--- config.mk ---
export PLATFORM = sky130hd
export DESIGN_NAME = conv_window_feeder_flat
export DESIGN_NICKNAME = d
export VERILOG_FILES = /design/src/rtl/conv_window_feeder_pkg.sv /design/src/rtl/conv_window_feeder_if.sv /design/src/rtl/conv_window_feeder_line_buffer.sv /design/src/rtl/conv_window_feeder.sv /design/src/flat_wrapper.sv
export SDC_FILE = /design/constraint.sdc
export NUM_CORES = 1
export LEC_CHECK = 0
export CAP_MARGIN = 20
export CORE_MARGIN = 4
export CORE_UTILIZATION = 50
export CTS_BUF_LIST = sky130_fd_sc_hd__clkbuf_16
export DETAILED_ROUTE_END_ITERATION = 10
export GPL_TIMING_DRIVEN = 0
export PLACE_DENSITY = 0.69
export SETUP_SLACK_MARGIN = 0.02
export SYNTH_ARGS = -nofsm -noshare
export SYNTH_HDL_FRONTEND = slang
export SYNTH_SLANG_ARGS = --single-unit
--- constraint.sdc ---
create_clock -name clk -period 3.5 [get_ports clk]
set_input_delay 0.875 -clock clk [delete_from_list [all_inputs] [get_ports clk]]
set_output_delay 0.875 -clock clk [all_outputs]
set_load 0.05 [all_outputs]
--- src/rtl/conv_window_feeder_pkg.sv ---
// Shared types and defaults for the 5x5 convolution window feeder.
package conv_pkg;
  localparam int K          = 5;
  localparam int DEF_DATA_W = 8;
  localparam int DEF_ACC_W  = 32;

  typedef logic [K-1:0][K-1:0][DEF_DATA_W-1:0] window_t;

  typedef enum logic [1:0] {FILL, ISSUE, WAIT, EMIT} feeder_state_t;
endpackage

--- src/rtl/conv_window_feeder_if.sv ---
// Pixel input stream, conv unit bus and result output stream of the window feeder.
interface conv_window_feeder_if import conv_pkg::*; #(
  parameter int DATA_W = DEF_DATA_W,
  parameter int ACC_W  = DEF_ACC_W
);
  logic                             pix_valid;
  logic                             pix_ready;
  logic [DATA_W-1:0]                pix_data;
  logic                             conv_start;
  logic [K-1:0][K-1:0][DATA_W-1:0]  conv_window;
  logic                             conv_done;
  logic [ACC_W-1:0]                 conv_result;
  logic                             out_valid;
  logic                             out_ready;
  logic [ACC_W-1:0]                 out_data;
  logic                             frame_done;

  modport master (
    input  pix_valid, pix_data, conv_done, conv_result, out_ready,
    output pix_ready, conv_start, conv_window, out_valid, out_data, frame_done
  );

  modport slave (
    output pix_valid, pix_data, conv_done, conv_result, out_ready,
    input  pix_ready, conv_start, conv_window, out_valid, out_data, frame_done
  );
endinterface

--- src/rtl/conv_window_feeder_line_buffer.sv ---
// DEPTH-deep delay line advanced on en; storage is deliberately not cleared by reset.
module line_buffer #(
  parameter int DEPTH  = 32,
  parameter int DATA_W = 8
) (
  input  logic              clk,
  input  logic              rst,
  input  logic              en,
  input  logic [DATA_W-1:0] din,
  output logic [DATA_W-1:0] dout
);
  localparam int PTR_W = (DEPTH > 1) ? $clog2(DEPTH) : 1;

  logic [DATA_W-1:0] mem_q [DEPTH];
  logic [PTR_W-1:0]  ptr_q, ptr_d;

  always_comb begin
    ptr_d = ptr_q;
    if (en) ptr_d = (ptr_q == PTR_W'(DEPTH-1)) ? '0 : ptr_q + PTR_W'(1);
  end

  always_ff @(posedge clk) begin
    if (rst) ptr_q <= '0;
    else     ptr_q <= ptr_d;
  end

  // Read-before-write at the same slot gives exactly DEPTH enables of delay.
  always_ff @(posedge clk) begin
    if (en) mem_q[ptr_q] <= din;
  end

  assign dout = mem_q[ptr_q];
endmodule

--- src/rtl/conv_window_feeder.sv ---
// Builds 5x5 windows from a raster pixel stream, runs the conv unit per window, streams results.
//   state | meaning
//   FILL  | accept pixels, shift window and line buffers
//   ISSUE | one-cycle conv_start
//   WAIT  | window held, waiting for conv_done
//   EMIT  | result offered on out stream until out_ready
module conv_window_feeder import conv_pkg::*; #(
  parameter int IMG_W  = 32,
  parameter int IMG_H  = 32,
  parameter int DATA_W = DEF_DATA_W,
  parameter int ACC_W  = DEF_ACC_W
) (
  input logic                  clk,
  input logic                  rst,
  conv_window_feeder_if.master bus
);
  localparam int COL_W = $clog2(IMG_W);
  localparam int ROW_W = $clog2(IMG_H);
  localparam logic [COL_W-1:0] COL_LAST = COL_W'(IMG_W-1);
  localparam logic [ROW_W-1:0] ROW_LAST = ROW_W'(IMG_H-1);

  feeder_state_t                   state_q, state_d;
  logic [COL_W-1:0]                col_q, col_d;
  logic [ROW_W-1:0]                row_q, row_d;
  logic [K-1:0][K-1:0][DATA_W-1:0] win_q, win_d;
  logic                            last_q, last_d;
  logic                            out_valid_q, out_valid_d;
  logic [ACC_W-1:0]                out_data_q, out_data_d;
  logic                            frame_done_q, frame_done_d;

  logic                            pix_ready;
  logic                            accept;
  logic [K-2:0][DATA_W-1:0]        lb_din, lb_dout;

  assign accept = bus.pix_valid && pix_ready;

  // Cascade: lb0 sees the new pixel, each later buffer is one more row older.
  always_comb begin
    lb_din[0] = bus.pix_data;
    for (int i = 1; i < K-1; i++) lb_din[i] = lb_dout[i-1];
  end

  for (genvar i = 0; i < K-1; i++) begin : g_lb
    line_buffer #(.DEPTH(IMG_W), .DATA_W(DATA_W)) u_lb (
      .clk  (clk),
      .rst  (rst),
      .en   (accept),
      .din  (lb_din[i]),
      .dout (lb_dout[i])
    );
  end

  always_ff @(posedge clk) begin
    if (rst) begin
      state_q      <= FILL;
      col_q        <= '0;
      row_q        <= '0;
      win_q        <= '0;
      last_q       <= 1'b0;
      out_valid_q  <= 1'b0;
      out_data_q   <= '0;
      frame_done_q <= 1'b0;
    end else begin
      state_q      <= state_d;
      col_q        <= col_d;
      row_q        <= row_d;
      win_q        <= win_d;
      last_q       <= last_d;
      out_valid_q  <= out_valid_d;
      out_data_q   <= out_data_d;
      frame_done_q <= frame_done_d;
    end
  end

  always_comb begin
    state_d      = state_q;
    col_d        = col_q;
    row_d        = row_q;
    win_d        = win_q;
    last_d       = last_q;
    out_valid_d  = out_valid_q;
    out_data_d   = out_data_q;
    frame_done_d = 1'b0;
    unique case (state_q)
      FILL: begin
        if (accept) begin
          for (int r = 0; r < K; r++)
            for (int c = 0; c < K-1; c++) win_d[r][c] = win_q[r][c+1];
          // Row 0 is the oldest line, so it comes from the deepest buffer.
          for (int r = 0; r < K-1; r++) win_d[r][K-1] = lb_dout[K-2-r];
          win_d[K-1][K-1] = bus.pix_data;
          if (col_q == COL_LAST) begin
            col_d = '0;
            row_d = (row_q == ROW_LAST) ? '0 : row_q + ROW_W'(1);
          end else begin
            col_d = col_q + COL_W'(1);
          end
          if (row_q >= ROW_W'(K-1) && col_q >= COL_W'(K-1)) begin
            state_d = ISSUE;
            last_d  = (row_q == ROW_LAST) && (col_q == COL_LAST);
          end
        end
      end
      ISSUE: state_d = WAIT;
      WAIT: begin
        if (bus.conv_done) begin
          out_data_d  = bus.conv_result;
          out_valid_d = 1'b1;
          state_d     = EMIT;
        end
      end
      EMIT: begin
        if (bus.out_ready) begin
          out_valid_d = 1'b0;
          state_d     = FILL;
          if (last_q) begin
            frame_done_d = 1'b1;
            row_d        = '0;
            col_d        = '0;
          end
        end
      end
      default: state_d = FILL;
    endcase
  end

  always_comb begin
    pix_ready       = (state_q == FILL);
    bus.pix_ready   = pix_ready;
    bus.conv_start  = (state_q == ISSUE);
    bus.conv_window = win_q;
    bus.out_valid   = out_valid_q;
    bus.out_data    = out_data_q;
    bus.frame_done  = frame_done_q;
  end
endmodule
--- src/flat_wrapper.sv ---
// flat-port wrapper written by rule: the top's interface ports become plain ports
module conv_window_feeder_flat import conv_pkg::*;
#(
  parameter int IMG_W  = 32,
  parameter int IMG_H  = 32,
  parameter int DATA_W = DEF_DATA_W,
  parameter int ACC_W  = DEF_ACC_W
)
  (clk, rst, bus_pix_valid, bus_pix_data, bus_conv_done, bus_conv_result, bus_out_ready, bus_pix_ready, bus_conv_start, bus_conv_window, bus_out_valid, bus_out_data, bus_frame_done);
  conv_window_feeder_if #(.DATA_W(DATA_W), .ACC_W(ACC_W)) bus_i ();
  input logic clk;
  input logic rst;
  input wire logic [$bits(bus_i.pix_valid)-1:0] bus_pix_valid;
  input wire logic [$bits(bus_i.pix_data)-1:0] bus_pix_data;
  input wire logic [$bits(bus_i.conv_done)-1:0] bus_conv_done;
  input wire logic [$bits(bus_i.conv_result)-1:0] bus_conv_result;
  input wire logic [$bits(bus_i.out_ready)-1:0] bus_out_ready;
  output wire logic [$bits(bus_i.pix_ready)-1:0] bus_pix_ready;
  output wire logic [$bits(bus_i.conv_start)-1:0] bus_conv_start;
  output wire logic [$bits(bus_i.conv_window)-1:0] bus_conv_window;
  output wire logic [$bits(bus_i.out_valid)-1:0] bus_out_valid;
  output wire logic [$bits(bus_i.out_data)-1:0] bus_out_data;
  output wire logic [$bits(bus_i.frame_done)-1:0] bus_frame_done;
  assign bus_i.pix_valid = bus_pix_valid;
  assign bus_i.pix_data = bus_pix_data;
  assign bus_i.conv_done = bus_conv_done;
  assign bus_i.conv_result = bus_conv_result;
  assign bus_i.out_ready = bus_out_ready;
  assign bus_pix_ready = bus_i.pix_ready;
  assign bus_conv_start = bus_i.conv_start;
  assign bus_conv_window = bus_i.conv_window;
  assign bus_out_valid = bus_i.out_valid;
  assign bus_out_data = bus_i.out_data;
  assign bus_frame_done = bus_i.frame_done;
  conv_window_feeder #(.IMG_W(IMG_W), .IMG_H(IMG_H), .DATA_W(DATA_W), .ACC_W(ACC_W)) u_core (.clk(clk), .rst(rst), .bus(bus_i));
endmodule
==> results.md, run 1 <==
* Status: complete, but fails checks
* Failing checks: negative setup slack
* Area grow syn2layout at 19.90%
* Largest net degree at the start of global routing at 22
* DRC at 0
* Mean Syn Cell Area at 14.58 um2
* Cell area after layout at 60630 um2
* Fmax at 277.3 MHz
* Antenna Cells at 0
* Switching power at 0.01080 W
* Max_slew headroom at 22.00%
* Die footprint at 106300 um2
* Max Cap Violations at 0
* First-pass DRT Iterations at 5
* Max incr delay on CP at 0.79 ns
* Total internal power at 0.02803 W
* Yosys warns at 0
* Final setup vio count at 56
* Seq/Total Area, Yosys at 71.97%
* Post-synthesis async set-or-reset flop share at 0%
* RR Endpoint: u_core.g_lb[2].u_lb.mem_q[16][3]$_DFFE_PP_
* Gr usage total at 25.10%
* Port Buffers at 279
* Critical path launch point type: flip-flop
* Final hold violation count at 0
* WL per Instance at 25.32 um
* Post-layout nets at 4016
* Data required time at the worst endpoint at 3.87 ns
* Initial antenna violation count at 1
* Setup WS post-layout at -0.1067 ns
* CTS Buf Count at 134
* WL final at 136.9 mm
* Syn Inst Count at 3468
* Number of synthesized register bits at 1306
* Crit path max-delay cell type: nor2_1
* Comb power frac at 16.7%
* Vias in the first global route at 30310
* Vert. Die Dim at 326.0 um
* Tcrit/Tclk final at 103.0%
* Worst Setup EP: u_core.g_lb[2].u_lb.mem_q[16][3]$_DFFE_PP_
* CP Max Fanout at 10
* Core area at 100300 um2
* Post-synth net total at 3543
* Site Rows at 116
* Clock sink count at 1306
* VDD IR max at 570.0 uV
* Worst r2r path cells at 7
* Post-Syn Area at 50570 um2
* Via-to-Cell Ratio at 5.814
* PwrDens at 640.5 nW/um2
* Yosys cell types at 46
* Main synth FF type: edfxtp_1
* Flop2flop setup slack at -0.11 ns
* Hold Path Class: reg -> reg
* Clock-pin slew on the worst setup and hold paths at 0.06 ns
* RePlAce Congestion at 0.9156
* RSZ-0062 raised after global routing: true
* Grt ovf at 0
* ANT nets after route at 0
* Flop pwr share at 47.2%
* Clock buffer depth at 3
* # IOs at 281
* Initial core utilization at 50.42%
* Share of cells above drive strength 1 at 11.82%
* Width of the die at 326.0 um
* CTS tree: built
* HPWL after detailed placement at 96.25 mm
* H-Tree Level Count at 4
* Final Critical Period at 3.607 ns
* Switching Fraction at 27.82%
* Worst Tran Pin Value at 1.161 ns
* Global-route wire length before repair at 197.2 mm
* Critical-path cell list: inv_1 > ha_1 > and2_1 > buf_2 > clkbuf_1 > nand2_1 > nor2_1
* Root Driver: clkbuf_16
* 1st-iter DRT viols at 3800
* Worst Path Class, Setup: reg -> reg
* Clock Skew at 0.02904 ns
* Arrival @ worst endpoint at 3.98 ns
* Post-synth EDFFs at 1024
* Total power at 0.03884 W
* Worst setup EP type: flip-flop
* Leakage at 19.15 nW
* Slew Viols, Final at 0
* Critical path origin: u_core.state_q[0]$_SDFFE_PP0P_
* Clock power share at 36.1%
* Dpl cell area at 56030 um2
* Worst R2R Start: u_core.state_q[0]$_SDFFE_PP0P_
* Via count at 31440
* Worst-Skew Late Latency at 0.75 ns
==> stage by stage <==
step                std cells  utilization, %  setup TNS (ns)  setup WS, ns  hold slack (ns)
finish                   5408           60.46          -2.846       -0.1067           0.4513
global placement         5104           54.90        -1562.77        -1.423           0.4416
global route             5408           60.46          -14.48       -0.1971           0.4714
CTS                      5407           60.25               0       0.01566           0.4533
floorplan                3468               -               0        0.6715           0.4459
detailed placement       5161           55.87         -645.06        -1.079           0.4453
==> registers in the layout, indices dropped and copies added, names as in the netlist, named ones only <==
name	count
u_core.col_q	5
u_core.bus.frame_done	1
u_core.row_q	5
u_core.last_q	1
u_core.bus.out_valid	1
u_core.g_lb.u_lb.ptr_q	20
u_core.state_q	2
u_core.bus.out_data	32
u_core.bus.conv_window	200
u_core.g_lb.u_lb.mem_q	1024
==> cell usage after synthesis, drive strengths merged, types with 13 or more instances <==
library cell / n / area, um2
mux4: 50 / 1126
a21oi: 336 / 1682
nand2: 444 / 1667
buf: 80 / 544.3
nor2: 217 / 814.5
ha: 30 / 375.4
nor2b: 17 / 106.4
a22o: 14 / 122.6
o21a: 24 / 180.2
mux2i: 415 / 4154
nand2b: 13 / 81.33
nor4: 24 / 300.3
clkbuf: 141 / 529.3
nor3: 28 / 140.1
dfxtp: 282 / 5645
inv: 17 / 63.81
edfxtp: 1024 / 30750
a22oi: 205 / 1539
==> cell usage in the layout, fill, tap and decap left out, types with 8 or more instances in the layout <==
cell,Yosys,routed
nor2_2,0,75
clkinv_2,0,21
a31oi_1,8,8
ha_1,30,30
nor2b_1,17,17
mux2i_1,415,415
clkinv_1,0,23
nand2b_1,13,13
nand3_1,12,12
inv_1,17,49
nor4_4,0,24
clkbuf_16,0,138
a22o_1,14,14
o21a_1,24,24
dfxtp_1,282,282
nor3_1,28,24
o21ai_0,11,11
buf_8,0,19
clkdlybuf4s50_1,0,279
buf_4,42,46
nor2_1,217,141
edfxtp_1,1024,1024
mux4_2,50,50
a22oi_1,205,205
nand2_1,444,444
buf_6,10,37
buf_2,9,12
a21oi_1,336,336
bufinv_16,0,11
nand3b_1,12,12
clkbuf_1,141,138
buf_1,19,18
==> cells by family after synthesis <==
| kind of cell | Yosys count | synth area share, % |
|---|---|---|
| mux | 467 | 10.49 |
| flops | 1306 | 71.97 |
| simple gates | 802 | 6.920 |
| compound gates | 625 | 7.635 |
| buf+inv | 238 | 2.249 |
| fa+ha+maj | 30 | 0.7422 |
==> critical path: cells and delay by family, from the launching register on <==
family	cells	cell delay [ns]
buffers and inverters	3	0.87
AND/OR/NAND/NOR	3	1.68
adder cells (fa/ha/maj)	1	0.34
flip-flops	1	0.33
==> how the worst min path moves through the flow <==
stage                     slack (ns)                                       end                                     start  depth (start not counted)
after floorplan                 0.45                u_core.last_q$_SDFFE_PP0P_                u_core.last_q$_SDFFE_PP0P_                          2
after global placement          0.44      u_core.bus.out_data[20]$_SDFFE_PP0P_      u_core.bus.out_data[20]$_SDFFE_PP0P_                          2
after detailed placement        0.45  u_core.bus.conv_window[123]$_SDFFE_PP0P_  u_core.bus.conv_window[123]$_SDFFE_PP0P_                          2
after CTS                       0.45  u_core.bus.conv_window[123]$_SDFFE_PP0P_  u_core.bus.conv_window[123]$_SDFFE_PP0P_                          2
after global routing            0.47      u_core.bus.out_data[26]$_SDFFE_PP0P_      u_core.bus.out_data[26]$_SDFFE_PP0P_                          2
final                           0.45      u_core.bus.out_data[30]$_SDFFE_PP0P_      u_core.bus.out_data[30]$_SDFFE_PP0P_                          2
==> what timing repair did <==
| action | in CTS | in global routing |
|---|---|---|
| hold buffers | 0 | 0 |
| hold endpoints to repair | 0 | 0 |
| gates resized for setup | 9 | 77 |
| pin swaps | 0 | 0 |
| setup buffers | 0 | 0 |
| endpoints found under the setup margin | 362 | 614 |
==> cell type report <==
class	instances	area, um2
flip-flops and latches	1306	36390
repair buffers	337	3565
multi-input cells	1924	13460
well taps	1357	1698
clock buffers	138	3453
plain buffers	221	1089
inverters	17	63.81
fillers	7530	39660
clock inverters	108	907.1
==> metal layers <==
layer  GRT usage [%]  part of all wire, %  vias to the layer above
met5               0                    0                        -
met4           9.107                  3.5                        0
met3           7.029                   10                      283
met2           39.08                   46                     1495
met1           34.00                   40                    15660
li1                -                    -                    14010
==> power by group through the flow <==
stage | Sequential [W] | Combinational, W | Clock (W)
floorplan | 0.0191 | 0.00291 | 0
global placement | 0.0187 | 0.00573 | 0
detailed placement | 0.0186 | 0.00639 | 0
CTS | 0.0183 | 0.00641 | 0.0142
global route | 0.0184 | 0.00678 | 0.0148
finish | 0.0183 | 0.00648 | 0.0140
Power figures use the tool's default switching activity.
==> run 2: changes to the inputs <==
--- a/config.mk
+++ b/config.mk
@@ -12,6 +12,7 @@
 export DETAILED_ROUTE_END_ITERATION = 10
 export GPL_TIMING_DRIVEN = 0
 export PLACE_DENSITY = 0.69
+export RECOVER_POWER = 25
 export SETUP_SLACK_MARGIN = 0.02
 export SYNTH_ARGS = -nofsm -noshare
 export SYNTH_HDL_FRONTEND = slang
==> run 2 against run 1 <==
  * The run still ends with negative setup slack left
  * Via count about the same
  * Setup slack worse by 0.0035 ns
  * Non-clock buffer count unchanged
  * Global-route usage unchanged
  * First-iteration DRC count down 1.2%
  * Clock-buffer cell count unchanged
  * Largest power group unchanged
  * Cell count unchanged
==> results.md, run 2 (same netlist as run 1, synthesis figures left out) <==
* Core area at 100300 um2 (unchanged)
* Biggest register: u_core.g_lb.u_lb.mem_q
* Commonest non-fill, non-tap cells in the layout: edfxtp_1 (1024), nand2_1 (444), mux2i_1 (415)
* RSZ-0062 raised after global routing: true
* Comb power frac at 16.3% (-0.4 points)
* CP Max Fanout at 10 (unchanged)
* Final setup vio count at 75 (+34%)
* Fmax at 277.0 MHz (about the same)
* Share of cells above drive strength 1 at 11.11% (-0.72 points)
* Via-to-Cell Ratio at 5.816 (about the same)
* 1st-iter DRT viols at 3753 (-1.2%)
* Max Cap Violations at 0 (unchanged)
* Clock Skew at 0.02942 ns (+0.0003780 ns)
* Post-layout nets at 4016 (unchanged)
* Initial antenna violation count at 1 (unchanged)
* Area grow syn2layout at 19.06%
* Switching power at 0.01076 W (-0.40%)
* Final Critical Period at 3.610 ns (+0.003513 ns)
* Largest net degree at the start of global routing at 22 (unchanged)
* Arrival @ worst endpoint at 3.98 ns (about the same)
* Status: complete, but fails checks
* Total internal power at 0.02790 W (-0.49%)
* Flop pwr share at 47.5% (+0.3 points)
* CTS tree: built
* Hold Path Class: reg -> reg
* Root Driver: clkbuf_16
* Max_slew headroom at 6.955% (-15 points)
* Slew Viols, Final at 0 (unchanged)
* Data required time at the worst endpoint at 3.87 ns (about the same)
* Grt ovf at 0 (unchanged)
* RePlAce Congestion at 0.9156 (unchanged)
* Worst-Skew Late Latency at 0.75 ns (about the same)
* Met3 usage at 7.029% (unchanged)
* Clock-pin slew on the worst setup and hold paths at 0.06 ns (about the same)
* WL per Instance at 25.33 um (about the same)
* Initial core utilization at 50.42% (unchanged)
* Critical path launch point type: flip-flop
* Worst setup EP type: flip-flop
* Gr usage total at 25.10% (unchanged)
* Switching Fraction at 27.84% (about the same)
* Max reg flops at 1024 (unchanged)
* Worst Tran Pin Value at 1.383 ns (+0.2217 ns)
* Hold-fix buffers at CTS at 0 (unchanged)
* Via count at 31450 (+0.032%)
* PwrDens at 642.0 nW/um2 (+0.24%)
* First-pass DRT Iterations at 5 (unchanged)
* Clock power share at 36.3% (+0.2 points)
* VDD IR max at 569.3 uV (-0.14%)
* Vert. Die Dim at 326.0 um (unchanged)
* Die footprint at 106300 um2 (unchanged)
* Final hold violation count at 0 (unchanged)
* Leakage at 18.97 nW (-0.98%)
* Core Util, Final at 60.03% (-0.42 points)
* Commonest non-fill, non-tap cell in the layout: edfxtp_1
* H-Tree Level Count at 4 (unchanged)
* Busiest grt layer: met2
* Vias in the first global route at 30310 (unchanged)
* WL final at 137.0 mm (about the same)
* Met1 Usage GRT at 34.00% (unchanged)
* Dpl ws at -1.079 ns (unchanged)
* DRC at 0 (unchanged)
* Site Rows at 116 (unchanged)
* Failing checks: negative setup slack
* Global-route wire length before repair at 197.2 mm (unchanged)
* ANT nets after route at 0 (unchanged)
* HPWL after detailed placement at 96.25 mm (unchanged)
* CTS Buf Count at 134 (unchanged)
* Width of the die at 326.0 um (unchanged)
* Clock buffer depth at 3 (unchanged)
* Number of post-CTS setup repair buffers at 0 (unchanged)
* M2 GR Usage at 39.08% (unchanged)
* # IOs at 281 (unchanged)
* Port Buffers at 279 (unchanged)
* Clock sink count at 1306 (unchanged)
* Antenna Cells at 0 (unchanged)
* Worst Path Class, Setup: reg -> reg
* Tcrit/Tclk final at 103.1% (about the same)
* Setup WS post-layout at -0.1102 ns (-0.003513 ns)
-- run 2: changes by cell type in the layout (fill, tap and decap cells not counted), sizes merged --
cell / delta
dlymetal6s2s: +1
clkbuf: +23
dlygate4sd3: +9
buf: -24
clkdlybuf4s50: -9
-- run 2: critical path, cell delays in order (launching register included) --
cell and delay [ns]:
dfxtp_1 0.33, inv_1 0.11, ha_1 0.34, and2_1 0.33, buf_2 0.24, clkbuf_1 0.52, nand2_1 0.57, nor2_1 0.79
-- run 2: final timing paths --
path	start	to	slack [ns]	cells after the start
setup / recovery	u_core.state_q[0]$_SDFFE_PP0P_	u_core.g_lb[2].u_lb.mem_q[16][3]$_DFFE_PP_	-0.11	7
hold / removal	u_core.bus.out_data[30]$_SDFFE_PP0P_	u_core.bus.out_data[30]$_SDFFE_PP0P_	0.45	2
setup reg to reg	u_core.state_q[0]$_SDFFE_PP0P_	u_core.g_lb[2].u_lb.mem_q[16][3]$_DFFE_PP_	-0.11	7
hold reg to reg	u_core.bus.out_data[30]$_SDFFE_PP0P_	u_core.bus.out_data[30]$_SDFFE_PP0P_	0.45	2
-- run 2: per-stage QoR --
stage	hold slack, ns	instances	area, um2	TNS [ns]	power (W)
finish	0.4506	5408	60210	-3.856	0.03866
global route	0.4714	5408	60210	-18.30	0.03979
CTS	0.4533	5407	60420	0	0.03889
detailed placement	0.4453	5161	56030	-645.06	0.02503
global placement	0.4416	5104	55060	-1562.77	0.02446
floorplan	0.4459	3468	50570	0	0.02203
-- run 2: repair_timing --
item,4_1_cts,5_1_grt
setup endpoints to repair,362,614
pin swaps,0,0
resized for setup,9,77
-- run 2: area by class of cell --
type	count	area [um2]
Fill cell	7599	40080
Sequential cell	1306	36390
Multi-Input combinational cell	1924	13320
Clock buffer	138	3453
Timing Repair Buffer	337	3283
Tap cell	1357	1698
Buffer	221	1089
Clock inverter	108	907.1
Inverter	17	63.81
-- run 2: power by group through the flow --
stage	Combinational (W)	Clock (W)	Sequential [W]
6_report	0.00629	0.0140	0.0183
3_3_place_gp	0.00573	0	0.0187
4_1_cts	0.00641	0.0142	0.0183
2_1_floorplan	0.00291	0	0.0191
5_1_grt	0.00659	0.0148	0.0184
3_5_place_dp	0.00639	0	0.0186
-- run 2: routing by layer --
metal,share of wire (%),wire length [um]
met3,10,14270
met2,47,63880
met5,0,0
met4,3.5,4760
met1,39,54090
